**config.mk**
```make
export PLATFORM = sky130hd
export DESIGN_NAME = debounce_sync_flat
export DESIGN_NICKNAME = d
export VERILOG_FILES = /design/src/rtl/debounce_sync_if.sv /design/src/rtl/debounce_sync.sv /design/src/flat_wrapper.sv
export SDC_FILE = /design/constraint.sdc
export NUM_CORES = 1
export LEC_CHECK = 0
export BUFFER_PORTS_ARGS = -buffer_cell sky130_fd_sc_hd__buf_4
export CAP_MARGIN = 20
export CORE_AREA = 2 2 39 41
export CTS_CLUSTER_SIZE = 30
export DETAILED_ROUTE_END_ITERATION = 8
export DIE_AREA = 0 0 41 43
export PLACE_DENSITY = 0.5
export SLEW_MARGIN = 20
export SYNTH_ARGS = -nofsm -noshare
export SYNTH_HDL_FRONTEND = slang
export SYNTH_SLANG_ARGS = --single-unit
```
**constraint.sdc**
```tcl
create_clock -name i_clk -period 1.4 [get_ports i_clk]
set_clock_uncertainty 0.2 [all_clocks]
set_input_delay 0.14 -clock i_clk [delete_from_list [all_inputs] [get_ports i_clk]]
set_output_delay 0.14 -clock i_clk [all_outputs]
set_load 0.02 [all_outputs]
```
**src/rtl/debounce_sync_if.sv**
```systemverilog
// Signal bundle between a debounce_sync conditioner and the logic that drives or consumes it.
// The "slave" modport is the debouncer's side; the "master" modport is the surrounding logic's side.
interface debounce_sync_if;
  logic i_din;
  logic i_en;
  logic o_dout;
  logic o_rise;
  logic o_fall;
  logic o_busy;

  modport master (
    output i_din,
    output i_en,
    input  o_dout,
    input  o_rise,
    input  o_fall,
    input  o_busy
  );

  modport slave (
    input  i_din,
    input  i_en,
    output o_dout,
    output o_rise,
    output o_fall,
    output o_busy
  );
endinterface

```
**src/rtl/debounce_sync.sv**
```systemverilog
// Synchronizes a raw asynchronous level through a flop chain, then accepts a level change only
// after STABLE_CNT consecutive enabled cycles of disagreement; emits 1-cycle rise/fall strobes.
module debounce_sync #(
  parameter int SYNC_STAGES = 2,
  parameter int CNT_W       = 4,
  parameter int STABLE_CNT  = 10
) (
  input  logic           i_clk,
  input  logic           i_rst_n,
  debounce_sync_if.slave bus
);

  localparam logic [CNT_W-1:0] LP_CNT_LAST = CNT_W'(STABLE_CNT - 1);

  logic [SYNC_STAGES-1:0] r_sync;
  logic [CNT_W-1:0]       r_cnt;
  logic                   r_dout;
  logic                   r_rise;
  logic                   r_fall;
  logic                   w_s;

  // The chain shifts on every clock regardless of the sample enable.
  always_ff @(posedge i_clk or negedge i_rst_n) begin
    if (!i_rst_n) begin
      r_sync <= '0;
    end else begin
      r_sync <= {r_sync[SYNC_STAGES-2:0], bus.i_din};
    end
  end

  assign w_s = r_sync[SYNC_STAGES-1];

  always_ff @(posedge i_clk or negedge i_rst_n) begin
    if (!i_rst_n) begin
      r_cnt  <= '0;
      r_dout <= 1'b0;
      r_rise <= 1'b0;
      r_fall <= 1'b0;
    end else begin
      r_rise <= 1'b0;
      r_fall <= 1'b0;
      if (w_s == r_dout) begin
        // Agreement drops any partial count, so short glitches vanish.
        r_cnt <= '0;
      end else if (bus.i_en) begin
        if (r_cnt == LP_CNT_LAST) begin
          r_dout <= w_s;
          r_cnt  <= '0;
          r_rise <= w_s;
          r_fall <= ~w_s;
        end else begin
          r_cnt <= r_cnt + CNT_W'(1);
        end
      end
    end
  end

  assign bus.o_dout = r_dout;
  assign bus.o_rise = r_rise;
  assign bus.o_fall = r_fall;
  assign bus.o_busy = (r_cnt != '0);

endmodule

```
**src/flat_wrapper.sv**
```systemverilog
// flat-port wrapper written by rule: the top's interface ports become plain ports
module debounce_sync_flat 
#(
  parameter int SYNC_STAGES = 2,
  parameter int CNT_W       = 4,
  parameter int STABLE_CNT  = 10
)
  (i_clk, i_rst_n, bus_i_din, bus_i_en, bus_o_dout, bus_o_rise, bus_o_fall, bus_o_busy);
  debounce_sync_if bus_i ();
  input  logic i_clk;
  input  logic i_rst_n;
  input wire logic [$bits(bus_i.i_din)-1:0] bus_i_din;
  input wire logic [$bits(bus_i.i_en)-1:0] bus_i_en;
  output wire logic [$bits(bus_i.o_dout)-1:0] bus_o_dout;
  output wire logic [$bits(bus_i.o_rise)-1:0] bus_o_rise;
  output wire logic [$bits(bus_i.o_fall)-1:0] bus_o_fall;
  output wire logic [$bits(bus_i.o_busy)-1:0] bus_o_busy;
  assign bus_i.i_din = bus_i_din;
  assign bus_i.i_en = bus_i_en;
  assign bus_o_dout = bus_i.o_dout;
  assign bus_o_rise = bus_i.o_rise;
  assign bus_o_fall = bus_i.o_fall;
  assign bus_o_busy = bus_i.o_busy;
  debounce_sync #(.SYNC_STAGES(SYNC_STAGES), .CNT_W(CNT_W), .STABLE_CNT(STABLE_CNT)) u_core (.i_clk(i_clk), .i_rst_n(i_rst_n), .bus(bus_i));
endmodule
```
* After elaboration in Yosys (flattened, before gate mapping)
Index checks and enable logic that the tools add are counted.
Operators by class: $add $sub $neg 1, equality and inequality tests 2, multiplexer cells 9, bitwise operators 2, reductions and logical operators 3
Operator list (number):
- $mux W4 | 3
- $mux W1 | 6
- $add A4 B1 Y4 const B | 1
- $eq A4 B4 Y1 const B | 1
- $reduce_bool A4 Y1 | 1
- $reduce_and A3 Y1 | 1
- $not A1 Y1 | 2
- $reduce_bool A2 Y1 | 1
- $eq A1 B1 Y1 | 1
Storage, ports and cells: register bits 9, input port bits 4

* Longest topological paths before layout
Gate-level depths: netlist of run 1.
word-level depth 4, mapped depth 5

* Worst setup path after synthesis of run 1
Ideal clock, no wire load.
path type register -> register, from register u_core.r_cnt[0], to register u_core.r_cnt[2], setup time 74 ps, data arrival time 1196 ps, path slack -70 ps, stages on the path, launching flop included 5, period minus slack after synthesis 1470 ps, path through dfrtp_1 ha_1 nand3b_1 or3b_1 a21oi_2
On the way: word-level cells in the longest chain between the ends 4, elaborated cells between the ends (all ways) 5, those cells by class add/sub: 1; eq/ne: 1; mux: 3
Ends and longest elaborated chain:
- from (decl) | line debounce_sync.sv:16 | logic [CNT_W-1:0] r_cnt;
- from (signal assigned) | line debounce_sync.sv:52 | r_cnt <= r_cnt + CNT_W'(1);
- $add A4 B1 Y4 / $eq A4 B4 Y1 (equally long branches) | line debounce_sync.sv:52, debounce_sync.sv:46
- $mux W4 (*) | line debounce_sync.sv:46 | if (r_cnt == LP_CNT_LAST) begin
- $mux W4 (*) | line debounce_sync.sv:45 | end else if (bus.i_en) begin
- $mux W4 (*) | line debounce_sync.sv:42 | if (w_s == r_dout) begin
Mark *: on every way between the ends. The rest lies on a longest branch, timed or not. The select of a mux whose other input is x is not followed. A chain may end at the register's enable or synchronous reset.

* Worst setup path in the final report of run 1
Ends and elaborated chain as after synthesis.

==> out/metrics.yaml, run 1 <==
flow_run:
  cap_violations: 0
critical_path:
  crit_arrival_ns: 1.50
  critPathLaunchType: "register"
  rr_startpoint: "u_core.r_cnt[0]"
  end_kind: "register"
  crit_fanout: 6
  rr_endpoint: "u_core.r_cnt[2]"
  regToRegSetupSlack_ns: -0.11
  path_class: "register to register"
  critical_path_required_ns: 1.38
  worstRegToRegCells: 4
floorplan:
  die-height_um: 43
  start_util_pct: 30.6
  dieArea_um2: 1760
  core.rowCount: 14
  core_area_um2: 1380
  io_pins: 8
  dieWidth_um: 41
yosys:
  synth_area_leader_cell: "dfrtp_1"
  yosys_warnings: 0
  synthTopCellsByArea: "dfrtp_1 53%, ha_1 8.9%, a21oi_1 3.6%"
  syn_area_per_cell_um2: 11.1
  synth_edf_count: 0
  synth.top_cell.area_share_pct: 53.3
  synth_commonest_cells: "9 x dfrtp_1, 4 x nand2_1, 3 x a21oi_1, 3 x ha_1"
  synth.cell_area_um2: 423
  synth.most_common_cell: "dfrtp_1"
  syn_inst: 38
  synth_seq_cells: 9
  async_flop_share_pct: 100
  yosysSeqAreaShare_pct: 53.3
  synth.net_count: 45
  ys.flop_type: "dfrtp_1"
  synth_cell_types: 18
timing:
  tightest_slew_ns: 0.391
  max_freq_mhz: 662
  maxSlewHeadroom_pct: 73.8
  hold_viol_final: 0
  period_share_pct: 108
  setup_viol: 6
  finalWorstSetupSlack_ns: -0.112
  drv_slew: 0
  setup-tns-final_ns: -0.438
  rsz0062_at_grt: "true"
  min_period_ns: 1.51
clocking:
  cts_buffers: 3
  clock_latency_ns: 0.25
  cts_sinks: 9
  h-tree-depth: 1
  cts_tree: "yes"
  cts-root-buf: "clkbuf_4"
  clk_pin_slew_ns: 0.06
  cts_max_path_buffers: 2
grt:
  grt_pass1_vias: 345
  grt_pass1_wl_um: 1410
  antenna_found_initial: 0
  grt-ovfl-total: 0
  grt_start_max_net_pins: 10
  grt.total_usage_pct: 12.4
placed_design:
  portBuffers: 7
  dp_slack_ns: -0.133
  dp.cells: 64
  dp_hpwl_um: 643
  gp_congestion: 0.718
final_layout:
  final_net_count: 67
  drive_above_1_share_pct: 47.5
  n_antenna_cell: 0
  final_util_pct: 47.2
  stdcell_count: 75
  syn_to_final_growth_pct: 54.4
power:
  power_density_nw_per_um2: 834
  power_uw: 545
  p_leak_nw: 0.289
  peakVddDrop_v: 0.000481
min_path:
  hp-class: "primary input to async pin"
routing:
  drc: 0
  drt_iter0_drc: 1
  vias: 336
  via_per_inst: 4.48
  ant_nets: 0
  firstDrtPassIters: 2
  wl_per_cell_um: 12.3
  postRouteWirelength_um: 926
outcome:
  violations: "negative setup slack"
  outcome: "finished with violations"
[per-stage QoR]
step / hold slack [ns] / area, um2
floorplan: -0.356 / 425
global placement: -0.233 / 520
CTS: 0.0259 / 627
global route: 0.0591 / 653
finish: 0.0420 / 653
detailed placement: -0.231 / 520
[report_power, final]
group / switching (mW) / internal (mW)
registers: 0.00905 / 0.268
logic: 0.0365 / 0.0423
clock network: 0.0801 / 0.109
[cell families (layout without fill, tap and decap cells)]
logic type	count (synthesis)	after routing	share of synthesized area (%)
simple gates	15	15	21.6
compound gates	7	7	9.76
fa+ha+maj	3	3	8.88
buf+inv	2	23	1.78
mux	1	1	2.66
flops	9	9	53.3
xor+xnor	1	1	2.07
[state kept, by name (all words and copies together) (netlist names)]
| name | flops |
|---|---|
| u_core.bus.o_dout | 1 |
| u_core.r_sync | 2 |
| u_core.r_cnt | 4 |
| u_core.bus.o_fall | 1 |
| u_core.bus.o_rise | 1 |
[cells in the final DEF (no fill, tap or decap)]
cell / netlist / routed
mux2_2: 1 / 1
nand2b_1: 2 / 2
nand2_2: 0 / 1
dfrtp_1: 9 / 8
o21ai_0: 2 / 2
a21boi_0: 1 / 1
dfrtp_2: 0 / 1
nand2_1: 4 / 3
nor3b_1: 2 / 1
nand3_2: 0 / 1
a21oi_2: 1 / 1
ha_4: 0 / 2
buf_4: 0 / 12
and4b_1: 1 / 1
clkbuf_4: 0 / 3
xnor2_1: 1 / 1
nor3b_2: 0 / 1
nor2_1: 1 / 1
nand4b_1: 1 / 1
nand3_1: 2 / 1
ha_1: 3 / 1
nand3b_1: 1 / 1
or3b_4: 0 / 1
clkbuf_1: 0 / 1
a21oi_1: 3 / 3
inv_2: 0 / 2
dlygate4sd3_1: 0 / 3
buf_6: 0 / 2
[worst max-delay path, stage by stage (launching register included)]
cell	delay (ns)
dfrtp_2	0.46
ha_4	0.19
nand3b_1	0.10
or3b_4	0.38
a21oi_2	0.11
[worst max-delay path by stage]
stage,from,end,cells past startpoint
2_1_floorplan,u_core.r_cnt[0],u_core.r_cnt[2],4
3_3_place_gp,u_core.r_cnt[0],u_core.r_cnt[2],4
3_5_place_dp,u_core.r_cnt[0],u_core.r_cnt[2],4
4_1_cts,u_core.r_cnt[0],u_core.r_cnt[2],4
5_1_grt,u_core.r_cnt[0],u_core.r_cnt[2],4
6_report,u_core.r_cnt[0],u_core.r_cnt[2],4
[per-layer routing]
metal	routed length, um	vias up	track usage [%]
met1	388	159	13.8
li1	-	172	-
met3	24	0	1.57
met4	0	0	10.0
met5	0	-	0
met2	514	5	19.7
[final cells by class]
class	count	area [um2]
clock buffer	4	26.3
fill	143	731
inverter	2	7.51
multi-input combinational	27	230
sequential	9	226
tap	16	20.0
timing repair buffer	17	143
[timing repair]
action / in CTS / in global routing
buffers inserted: 2 / 2
setup endpoints to repair: 5 / 7
hold buffers: 3 / 0
cloned: 0 / 0
pin swaps: 1 / 0
gates resized for setup: 9 / 3
hold endpoints to repair: 12 / 0
Note: power is estimated with default switching activity, not from simulation.
==> run 2, diff against run 1 <==
Settings changed: PLACE_DENSITY 0.5 to 0.49.
Clock period 1.4 ns to 1.7 ns, I/O delays scaled along.
==> run 2 against run 1 <==
- the run now ends clean
- wire length down 19%
- power down 20%
- sequential power decreased by 18%
- maximum frequency shrank 4.9%
- final cell count shrank 11%
- critical endpoint unchanged
==> out/metrics.yaml, run 2 (synthesized netlist as in run 1, its figures left out) <==
outcome:
  outcome: "finished clean"
timing:
  drv_slew: 0  # unchanged
  hold_viol_final: 0  # unchanged
  max_freq_mhz: 629  # -4.9%
  setup-tns-final_ns: 0  # +0.438 ns
  tightest_slew_ns: 0.400  # +0.00904 ns
  maxSlewHeadroom_pct: 73.2  # -0.61 points
  setup_viol: 0  # -6
  hold_ws_ns: 0.0209  # -0.0210 ns
  min_period_ns: 1.59  # +0.0775 ns
  period_share_pct: 93.5  # -14 points
  rsz0062_at_grt: "false"
floorplan:
  io_pins: 8  # unchanged
  core.rowCount: 14  # unchanged
  dieWidth_um: 41  # unchanged
  core_area_um2: 1380  # unchanged
  die-height_um: 43  # unchanged
  dieArea_um2: 1760  # unchanged
  start_util_pct: 30.6  # unchanged
final_layout:
  final_common_cell: "dfrtp_1"
  top_regs: "u_core.r_cnt x4, u_core.r_sync x2"
  n_antenna_cell: 0  # unchanged
  drive_above_1_share_pct: 23.5  # -24 points
  final_cell_mix: "9 x dfrtp_1, 7 x buf_4, 4 x nand2_1"
  fin_area_um2: 542  # -17%
  largest_reg_flops: 4  # unchanged
  syn_to_final_growth_pct: 28.1
  top_register: "u_core.r_cnt"
  final_net_count: 59  # -12%
routing:
  drc: 0  # unchanged
  vias: 297  # -12%
  firstDrtPassIters: 2  # unchanged
  via_per_inst: 4.43  # -1.1%
  postRouteWirelength_um: 748  # -19%
  ant_nets: 0  # unchanged
  wl_per_cell_um: 11.2  # -9.6%
  drt_iter0_drc: 1  # unchanged
grt:
  grt-ovfl-total: 0  # unchanged
  grt.total_usage_pct: 10.8  # -1.7 points
  grt_start_max_net_pins: 10  # unchanged
  grt_pass1_vias: 311  # -9.9%
  antenna_found_initial: 0  # unchanged
  grt_pass1_wl_um: 1190  # -16%
clocking:
  cts_resized: 0  # -9
  cts-root-buf: "clkbuf_4"
  clock_latency_ns: 0.26  # about the same
  h-tree-depth: 1  # unchanged
  cts_sinks: 9  # unchanged
  cts_max_path_buffers: 2  # unchanged
  clk_pin_slew_ns: 0.06  # about the same
  cts_tree: "yes"
  cts_buffers: 3  # unchanged
power:
  peakVddDrop_v: 0.000310  # -36%
  p_leak_nw: 0.248  # -14%
  power_density_nw_per_um2: 800  # -4.1%
placed_design:
  gp_congestion: 0.842  # +17%
  placement.cell_area_um2: 495  # -4.8%
  portBuffers: 7  # unchanged
  dp_hpwl_um: 548  # -15%
min_path:
  hp-class: "primary input to register"
critical_path:
  end_kind: "register"
  crit_arrival_ns: 1.58  # +0.08 ns
  crit_fanout: 6  # unchanged
  path_class: "register to register"
  critical_path_required_ns: 1.69  # +0.31 ns
  critPathLaunchType: "register"
flow_run:
  cap_violations: 0  # unchanged
[run 2: changes by cell type in the layout (fill, tap and decap cells not counted), sizes merged]
cell,delta
buf,-7
dlygate4sd3,-1
[run 2: worst max-delay path, stage by stage, from the launching register on]
cell      delay, ns
dfrtp_1        0.44
ha_1           0.26
nand3b_1       0.13
or3b_1         0.37
a21oi_2        0.12
[run 2: final timing paths]
path                                   from                end  slack (ns)  cells past startpoint
setup / recovery            u_core.r_cnt[0]    u_core.r_cnt[2]        0.11                      4
hold / removal                     bus_i_en    u_core.r_cnt[1]        0.02                      3
setup reg to reg            u_core.r_cnt[0]    u_core.r_cnt[2]        0.11                      4
hold reg to reg            u_core.r_sync[0]   u_core.r_sync[1]        0.15                      0
max in group asynchronous           i_rst_n  u_core.bus.o_rise        1.10                      2
min in group asynchronous           i_rst_n    u_core.r_cnt[0]        0.07                      2
[run 2: repair_timing]
item / in CTS / in global routing
hold buffers: 2 / 0
setup endpoints to repair: 0 / 0
hold endpoints to repair: 10 / 0
buffers inserted: 0 / 0
[run 2: cell type report]
cell class                 instances  area, um2
inverter                           2       7.51
tap                               16       20.0
fill                             142        842
sequential                         9        225
multi-input combinational         27        190
clock buffer                       4       26.3
timing repair buffer               9       72.6
[run 2: per-layer routing]
layer	share of wire [%]	up-vias	wire, um	track usage [%]
met5	0	-	0	0
met4	0	0	0	8.00
met3	4.7	0	35	4.71
met2	46	4	341	15.6
met1	50	136	371	11.7
li1	-	157	-	-
[run 2: stage by stage]
| stage | cells | power (mW) | utilization [%] | setup slack (ns) |
|---|---|---|---|---|
| after floorplan | 38 | 0.249 | - | 0.230 |
| after global placement | 61 | 0.268 | 35.8 | 0.186 |
| after detailed placement | 61 | 0.269 | 35.8 | 0.133 |
| after CTS | 67 | 0.445 | 39.2 | 0.112 |
| after global routing | 67 | 0.464 | 39.2 | 0.0610 |
| final | 67 | 0.433 | 39.2 | 0.111 |
[run 2: report_power, final]
group	switching [mW]	internal, mW
sequential	0.00643	0.220
combinational	0.0220	0.0200
clock	0.0745	0.0905
total	0.103	0.330
